===== src/rtl/ip_tx_framer.sv =====
// IP transmit framer: parses a 12-byte descriptor from a FWFT byte FIFO,
// presents the IP header over a valid/ready handshake, then streams or drops the payload.
module ip_tx_framer #(
    parameter int MAX_PAYLOAD = 1480
) (
    input  logic        clk,
    input  logic        rst_n,
    input  logic        enable,
    input  logic [7:0]  din_dout,
    input  logic        din_empty,
    output logic        din_read,
    output logic        hdr_valid,
    input  logic        hdr_ready,
    output logic [31:0] dest_ip,
    output logic [31:0] source_ip,
    output logic [7:0]  protocol,
    output logic [7:0]  ttl,
    output logic [15:0] length,
    output logic [5:0]  dscp,
    output logic [1:0]  ecn,
    output logic [7:0]  tdata,
    output logic        tvalid,
    input  logic        tready,
    output logic        tlast,
    output logic [15:0] drop_cnt
);

    typedef enum logic [2:0] {
        S_IDLE,
        S_DESC,
        S_HDR,
        S_PAY,
        S_DROP
    } state_t;

    localparam logic [15:0] MAX_PAY_W = 16'(MAX_PAYLOAD);
    localparam logic [15:0] IP_HDR_B  = 16'd20;

    state_t      r_state;
    state_t      w_next;
    logic [95:0] r_desc;
    logic [3:0]  r_cnt;
    logic [15:0] r_rem;
    logic [15:0] r_drop_cnt;

    logic [15:0] w_len_now;
    logic [15:0] w_pay_now;
    logic        w_reject;

    function automatic logic [15:0] sat_inc(input logic [15:0] v);
        return (v == 16'hFFFF) ? v : v + 16'd1;
    endfunction

    // Length completes on the 12th descriptor byte: its MSB is already in r_desc.
    assign w_len_now = {r_desc[7:0], din_dout};
    assign w_pay_now = w_len_now - IP_HDR_B;
    assign w_reject  = (w_len_now <= IP_HDR_B) || (w_pay_now > MAX_PAY_W);

    assign dest_ip   = r_desc[95:64];
    assign source_ip = r_desc[63:32];
    assign protocol  = r_desc[31:24];
    assign ttl       = r_desc[23:16];
    assign length    = r_desc[15:0];
    assign dscp      = 6'd0;
    assign ecn       = 2'd0;
    assign drop_cnt  = r_drop_cnt;

    always_comb begin
        w_next    = r_state;
        din_read  = 1'b0;
        hdr_valid = 1'b0;
        tvalid    = 1'b0;
        tdata     = 8'd0;
        tlast     = 1'b0;
        case (r_state)
            S_IDLE: begin
                if (enable && !din_empty) w_next = S_DESC;
            end
            S_DESC: begin
                din_read = !din_empty;
                if (!din_empty && (r_cnt == 4'd11)) w_next = w_reject ? S_DROP : S_HDR;
            end
            S_HDR: begin
                hdr_valid = 1'b1;
                if (hdr_ready) w_next = S_PAY;
            end
            S_PAY: begin
                tvalid   = !din_empty;
                tdata    = din_dout;
                tlast    = !din_empty && (r_rem == 16'd1);
                din_read = !din_empty && tready;
                if (din_read && (r_rem == 16'd1)) w_next = S_IDLE;
            end
            S_DROP: begin
                din_read = !din_empty && (r_rem != 16'd0);
                if (r_rem == 16'd0) w_next = S_IDLE;
            end
            default: w_next = S_IDLE;
        endcase
    end

    always_ff @(posedge clk or negedge rst_n) begin
        if (!rst_n) begin
            r_state    <= S_IDLE;
            r_desc     <= '0;
            r_cnt      <= '0;
            r_rem      <= '0;
            r_drop_cnt <= '0;
        end else begin
            r_state <= w_next;
            case (r_state)
                S_IDLE: r_cnt <= '0;
                S_DESC: begin
                    if (din_read) begin
                        r_desc <= {r_desc[87:0], din_dout};
                        r_cnt  <= r_cnt + 4'd1;
                        if (w_next == S_DROP) begin
                            r_rem      <= (w_len_now < IP_HDR_B) ? 16'd0 : w_pay_now;
                            r_drop_cnt <= sat_inc(r_drop_cnt);
                        end
                    end
                end
                S_HDR: begin
                    if (hdr_ready) r_rem <= r_desc[15:0] - IP_HDR_B;
                end
                S_PAY, S_DROP: begin
                    if (din_read) r_rem <= r_rem - 16'd1;
                end
                default: ;
            endcase
        end
    end

endmodule


===== config.mk =====
export PLATFORM = sky130hd
export DESIGN_NAME = ip_tx_framer
export DESIGN_NICKNAME = d
export VERILOG_FILES = /design/src/rtl/ip_tx_framer.sv
export SDC_FILE = /design/constraint.sdc
export NUM_CORES = 1
export LEC_CHECK = 0
export CORE_MARGIN = 5
export CORE_UTILIZATION = 45
export CTS_BUF_LIST = sky130_fd_sc_hd__clkbuf_4
export DETAILED_ROUTE_END_ITERATION = 7
export PLACE_DENSITY = 0.74
export REMOVE_ABC_BUFFERS = 1
export SLEW_MARGIN = 0
export SYNTH_ARGS = -nofsm -noshare
export SYNTH_HDL_FRONTEND = slang
export SYNTH_SLANG_ARGS = --single-unit

===== constraint.sdc =====
create_clock -name clk -period 2.65 [get_ports clk]
set_input_delay 0.265 -clock clk [delete_from_list [all_inputs] [get_ports clk]]
set_output_delay 0.265 -clock clk [all_outputs]
set_load 0.01 [all_outputs]

==> key figures, run 1 <==
Drt
  • Total Wirelength: 18.3 mm
  • Drt pass-1 iters: 5
  • Initial DRC Count: 406
  • Detail-routed via count per cell: 5.30
  • DR vias: 6265
  • Final ANT Viol Nets: 0
  • Wire length per cell: 15.5 µm
  • DR DRC count: 0

Timing
  • Relative slew slack: 32.4%
  • Fin. max-slew vios: 0
  • Fin worst setup slack: -0.0486 ns
  • Hold WS: 0.199 ns
  • Highest clock rate: 371 MHz
  • Measured slew at the worst slew-check pin: 1.01 ns
  • Fin. Hold Viols: 0
  • RSZ-0062 raised after global routing: yes
  • Final setup vio count: 5
  • Setup TNS Final: -0.0803 ns
  • Fin crit share: 102%
  • Shortest period the worst path allows: 2.70 ns
  • Clock Skew: 0.0176 ns

CTS
  • Max clock buf depth: 2
  • CTS clk-pin slew, worst paths: 0.12 ns
  • Clk Latency, worst-skew pair: 0.53 ns
  • H-tree Lvls: 4
  • CTS Root Cell: clkbuf_4
  • CTS tree: yes
  • Clock sinks: 135
  • Inserted Clock Buffers: 17

Worst setup path
  • CP Class: reg2reg
  • Crit. End Element: flop
  • Worst setup SP type: flop
  • Worst Path Required: 3.06 ns
  • Most used cell, CP: a211o_4
  • Crit-path cells: or3_4 -> or3_1 -> a221o_1 -> a211o_4 -> a211o_4 -> a2111oi_4 -> o21ai_1
  • Crit path arrival time: 3.11 ns
  • Crit path max fanout: 5
  • Crit path max-delay cell type: dfrtp_1
  • Crit-path max cell delay: 0.43 ns

Yosys
  • Cell variety after synth: 62
  • Ys Warns: 0
  • Syn Area/Cell: 8.53 µm²
  • Synth Cell Area: 6810 µm²
  • EDFF count, synth: 0
  • FFs w/ async S/R, synth: 100%
  • FF+latch count, synth: 135
  • Post-synthesis sequential area ratio: 49.6%
  • Synth Flop Type: dfrtp_1
  • Synth Instances: 798

Pwr
  • Combinational Power Share: 44.5%
  • Pwr Total: 8.82 mW
  • Part of the power in the clock network: 15.9%
  • Internal: 5.38 mW
  • Net Sw Frac: 39.0%
  • Seq pwr share: 39.6%
  • PwrDens: 947 nW/µm²
  • Worst VDD drop: 0.000354 V
  • Sw power: 3.44 mW
  • Leakage power: 4.35 nW

Die
  • Die Span X: 133 µm
  • Row Count: 45
  • Die area: 17700 µm²
  • Die Ht: 133 µm
  • Number of I/O pins: 146
  • Core area: 15000 µm²
  • Initial Utilization: 45.3%

Run
  • Max-Cap Viols: 0

Placed design
  • I/O Buffers: 137
  • Dpl hpwl: 12.9 mm
  • Routability cong.: 0.906
  • DP Area: 8770 µm²

Global routing
  • Initial antenna violation count: 0
  • GRT Residual Overflow: 0
  • Vias in the first global route: 6186
  • First-pass GRT wire length: 30.4 mm
  • Largest net degree at the start of global routing: 100
  • Overall Global Routing Usage: 20.8%

Outcome
  • Violated checks: negative setup slack
  • Status: finished, violations left

Finish
  • Final Cell Area: 9310 µm²
  • Layout cells sized above 1: 15.5%
  • Final net count: 1005
  • ANT cells: 0
  • Util after Layout: 61.9%
  • # fillers: 1286
  • Area delta synth->final: 36.8%
  • Area of the multi-input gates: 3340 µm²
  • FF+latch area: 3380 µm²

Hold path
  • HP Class: in2async
==> worst paths after layout <==
kind	start	end	slack (ns)	cells after the start
worst min register to register	r_desc[89]	r_desc[89]	0.48	2
worst max register to register	r_desc[0]	r_rem[10]	-0.05	7
min in group clk	din_dout[1]	r_desc[1]	0.37	3
worst max-delay path	r_desc[0]	r_rem[10]	-0.05	7
worst min-delay path	rst_n	r_desc[91]	0.20	2
max in group asynchronous	rst_n	r_desc[42]	1.65	3
==> worst max-delay path: cells and delay by family, from the launching register on <==
family           cells  cell delay (ns)
AO/OA/AOI/OAI        5             1.41
flip-flops           1             0.43
AND/OR/NAND/NOR      2             0.74
==> stage by stage <==
stage / setup slack [ns] / instances
after floorplan: -3.44 / 748
after global placement: -0.363 / 1144
after detailed placement: -0.425 / 1144
after CTS: -0.0832 / 1181
after global routing: -0.177 / 1182
final: -0.0486 / 1182
==> cell usage in the layout, fill, tap and decap left out, types with 4 or more instances in the layout <==
cell             netlist  final
nand2_1              292    292
dfrtp_1              135    134
clkdlybuf4s50_1        0    134
buf_4                  9     69
nor2_1                35     35
xnor2_1               26     25
o21ai_0               22     20
nor3_1                21     20
clkbuf_4               0     17
nand4_1               16     16
inv_1                 14     13
xor2_1                14     13
nand3_1               12     10
o21ai_1                9     10
and3_1                 9      9
ha_1                   9      9
a21oi_1               16      8
a21oi_2                0      8
o221ai_1               8      8
conb_1                 1      8
nor4_1                12      7
nor2b_1                6      6
nand2b_1               6      6
buf_6                  0      6
nand3b_1               5      5
a31oi_1                4      4
or3_1                  5      4
nor4_2                 0      4
and2_1                 6      4
mux2_4                 1      4
clkinv_2               0      4
==> cells by family (layout without fill, tap and decap cells) <==
logic type | count (synthesis) | count (layout) | share of synthesized area [%]
compound gates | 95 | 95 | 9.32
xor+xnor | 40 | 40 | 5.15
fa+ha+maj | 9 | 9 | 1.65
buf+inv | 71 | 260 | 4.49
flops | 135 | 135 | 49.6
mux | 6 | 6 | 1.05
other cells | 1 | 8 | 0.0551
simple gates | 441 | 441 | 28.6
==> timing repair <==
item,in CTS,in global routing
buffers inserted,4,3
hold endpoints to repair,47,0
hold buffers,1,0
endpoints found under the setup margin,18,35
cloned,1,0
gates resized for setup,28,23
pin swaps,4,9
==> power groups by stage <==
stage | combinational, mW | sequential [mW] | clock [mW]
floorplan | 1.48 | 3.71 | 0
global placement | 3.77 | 3.49 | 0
detailed placement | 3.84 | 3.52 | 0
CTS | 3.90 | 3.48 | 1.45
global route | 4.29 | 3.61 | 1.54
finish | 3.92 | 3.49 | 1.40
==> layer usage <==
metal	wire, µm	GRT usage [%]	vias to the layer above
met5	0	0	-
met4	277	6.47	0
met3	1300	4.94	29
met2	8530	32.8	213
met1	8230	28.6	2988
li1	-	-	3035
==> cell type report <==
cell class              count  area share (%)
clock buffers              17            1.37
clock inverters            14            1.71
inverters                  14           0.565
multi-input cells         599            35.9
flip-flops and latches    135            36.3
well taps                 188            2.53
repair buffers            215            21.6
==> state kept, by name (all words and copies together) (netlist names) <==
| name | flops |
|---|---|
| drop_cnt | 16 |
| r_cnt | 4 |
| r_desc | 96 |
| r_rem | 16 |
| r_state | 3 |
==> Yosys cell counts (8+ instances only) <==
library cell	count	share of area (%)
a21oi_1	16	1.2
and3_1	9	0.83
buf_4	9	0.99
clkbuf_1	42	2.3
dfrtp_1	135	50
ha_1	9	1.7
inv_1	14	0.77
nand2_1	292	16
nand3_1	12	0.88
nand4_1	16	1.5
nor2_1	35	1.9
nor3_1	21	1.5
nor4_1	12	1.1
o21ai_0	22	1.6
o21ai_1	9	0.66
o221ai_1	8	1.0
xnor2_1	26	3.3
xor2_1	14	1.8
(Power assumes the default switching activity.)
==> run 2, diff against run 1 <==
--- a/config.mk
+++ b/config.mk
@@ -6,10 +6,10 @@
 export NUM_CORES = 1
 export LEC_CHECK = 0
 export CORE_MARGIN = 5
-export CORE_UTILIZATION = 45
+export CORE_UTILIZATION = 48
 export CTS_BUF_LIST = sky130_fd_sc_hd__clkbuf_4
 export DETAILED_ROUTE_END_ITERATION = 7
-export PLACE_DENSITY = 0.74
+export PLACE_DENSITY = 0.78
 export REMOVE_ABC_BUFFERS = 1
 export SLEW_MARGIN = 0
 export SYNTH_ARGS = -nofsm -noshare
==> constraint.sdc (replaced) <==
create_clock -name clk -period 2.65 [get_ports clk]
set_input_delay 0.53 -clock clk [delete_from_list [all_inputs] [get_ports clk]]
set_output_delay 0.53 -clock clk [all_outputs]
set_load 0.01 [all_outputs]
==> key figures, run 2 (same netlist as run 1, synthesis figures left out) <==
Outcome
  • Status: finished, violations left
  • Violated checks: negative setup slack

Die
  • Die Ht: 129 µm
  • Die area: 16700 µm²
  • Core area: 13900 µm²
  • Row Count: 43
  • Initial Utilization: 49.0%
  • Die Span X: 129 µm
  • Number of I/O pins: 146

Finish
  • Most frequent cells in the layout: nand2_1 (292), dfrtp_1 (133), clkdlybuf4s50_1 (131), buf_4 (70), nor2_1 (34)
  • ANT cells: 0
  • Max reg flops: 96
  • Commonest non-fill, non-tap cell in the layout: nand2_1
  • Largest register by flop count: r_desc
  • Area of the multi-input gates: 3410 µm²
  • Area delta synth->final: 39.0%
  • Final net count: 1009
  • # fillers: 1088
  • FF+latch area: 3380 µm²
  • Layout cells sized above 1: 16.8%

Pwr
  • Sw power: 3.54 mW
  • PwrDens: 963 nW/µm²
  • Combinational Power Share: 44.6%
  • Internal: 5.57 mW
  • Worst VDD drop: 0.000570 V
  • Seq pwr share: 38.2%
  • Net Sw Frac: 38.9%
  • Part of the power in the clock network: 17.2%
  • Leakage power: 4.38 nW

Drt
  • Total Wirelength: 18.8 mm
  • DR DRC count: 0
  • DR vias: 6413
  • Final ANT Viol Nets: 0
  • Initial DRC Count: 552
  • Detail-routed via count per cell: 5.44
  • Drt pass-1 iters: 5
  • Wire length per cell: 16.0 µm

CTS
  • Inserted Clock Buffers: 17
  • Max clock buf depth: 2
  • CTS tree: yes
  • CTS clk-pin slew, worst paths: 0.12 ns
  • H-tree Lvls: 4
  • CTS Root Cell: clkbuf_4
  • Clock sinks: 135
  • Clk Latency, worst-skew pair: 0.54 ns

Timing
  • Highest clock rate: 353 MHz
  • Relative slew slack: 62.7%
  • Fin. Hold Viols: 0
  • Setup TNS Final: -0.322 ns
  • Hold WS: 0.468 ns
  • Fin worst setup slack: -0.186 ns
  • Shortest period the worst path allows: 2.84 ns
  • RSZ-0062 raised after global routing: yes
  • Fin crit share: 107%
  • Measured slew at the worst slew-check pin: 0.555 ns
  • Fin. max-slew vios: 0
  • Clock Skew: 0.0140 ns
  • Final setup vio count: 4

Worst setup path
  • R2r worst-path depth: 7
  • RR Endpoint: r_rem[10]
  • Crit path arrival time: 2.31 ns
  • Crit. End Element: output pin
  • CP Class: reg2out
  • Worst Path Required: 2.12 ns
  • Worst setup SP type: flop
  • Crit path max fanout: 2
  • FF-to-FF Start: r_desc[0]
  • R2R Setup Slk: 0.01 ns

Placed design
  • I/O Buffers: 137
  • Dpl hpwl: 13.0 mm
  • Routability cong.: 0.887

Global routing
  • Vias in the first global route: 6108
  • Overall Global Routing Usage: 22.7%
  • Initial antenna violation count: 0
  • Largest net degree at the start of global routing: 100
  • GRT Residual Overflow: 0
  • First-pass GRT wire length: 30.4 mm

Hold path
  • HP Class: in2async

Run
  • Max-Cap Viols: 0
[run 2: cell count changes in the layout (fill, tap and decap cells not counted), sizes merged]
cell,before,now
buf,79,84
bufinv,3,4
clkbuf,17,18
clkdlybuf4s50,134,131
clkinv,8,3
clkinvlp,2,3
dlygate4sd2,1,3
inv,15,18
[run 2: cell type report]
type | count | area share, %
clock buffers | 18 | 1.43
repair buffers | 219 | 21.8
inverters | 14 | 0.555
flip-flops and latches | 135 | 35.7
well taps | 180 | 2.38
multi-input cells | 599 | 36.1
clock inverters | 14 | 2.06
[run 2: metal layers]
metal	vias up	GRT usage [%]	wire length, µm	part of all wire (%)
li1	3042	-	-	-
met1	3067	30.9	8230	44
met2	269	36.9	8860	47
met3	35	4.45	1390	7.4
met4	0	7.16	359	1.9
met5	-	0	0	0
[run 2: power groups by stage]
stage               Sequential [mW]  Clock (mW)  Combinational [mW]
floorplan                      3.71           0                1.48
global placement               3.47           0                3.82
finish                         3.48        1.57                4.06
CTS                            3.46        1.60                3.98
global route                   3.59        1.68                4.42
detailed placement             3.50           0                3.90
[run 2: stage by stage]
stage	instance area (µm²)	total power, mW	std cells	setup WS (ns)	utilization [%]
after global routing	9460	9.69	1179	-0.362	68.2
after CTS	9290	9.04	1177	-0.342	66.9
after detailed placement	8780	7.40	1138	-0.684	63.3
after global placement	8780	7.29	1138	-0.626	63.3
final	9460	9.11	1179	-0.186	68.2
after floorplan	6580	5.19	748	-3.45	-
[run 2: critical path: stages, from the launching register on]
cell	delay [ns]
dfrtp_1	0.42
nor4_2	0.26
buf_4	0.17
nand3_4	0.08
nor4_4	0.15
buf_4	0.16
and2_4	0.14
nor3b_2	0.04
o21bai_1	0.11
a21oi_1	0.08
buf_2	0.14
[run 2: worst max path at each step]
stage / from / to / slack [ns] / cells past startpoint
after global routing: r_rem[5] / din_read / -0.36 / 10
after global placement: din_dout[6] / r_rem[10] / -0.63 / 8
after floorplan: din_empty / r_cnt[3] / -3.45 / 4
final: r_rem[5] / din_read / -0.19 / 10
after CTS: r_rem[3] / din_read / -0.34 / 10
after detailed placement: din_dout[6] / r_rem[10] / -0.68 / 8
[run 2: repair_timing]
action / in CTS / in global routing
setup buffers: 6 / 5
gates cloned: 1 / 0
endpoints found under the hold margin: 42 / 0
resized for setup: 42 / 28
pin swaps: 12 / 13
setup endpoints to repair: 35 / 44
hold buffers: 1 / 0
==> run 3, diff against run 2 <==
--- a/config.mk
+++ b/config.mk
@@ -5,9 +5,11 @@
 export SDC_FILE = /design/constraint.sdc
 export NUM_CORES = 1
 export LEC_CHECK = 0
+export CAP_MARGIN = 20
 export CORE_MARGIN = 5
 export CORE_UTILIZATION = 48
 export CTS_BUF_LIST = sky130_fd_sc_hd__clkbuf_4
+export CTS_CLUSTER_DIAMETER = 50
 export DETAILED_ROUTE_END_ITERATION = 7
 export PLACE_DENSITY = 0.78
 export REMOVE_ABC_BUFFERS = 1
==> results of run 3 <==
Final layout, timing and power as in run 2 (identical DEF).
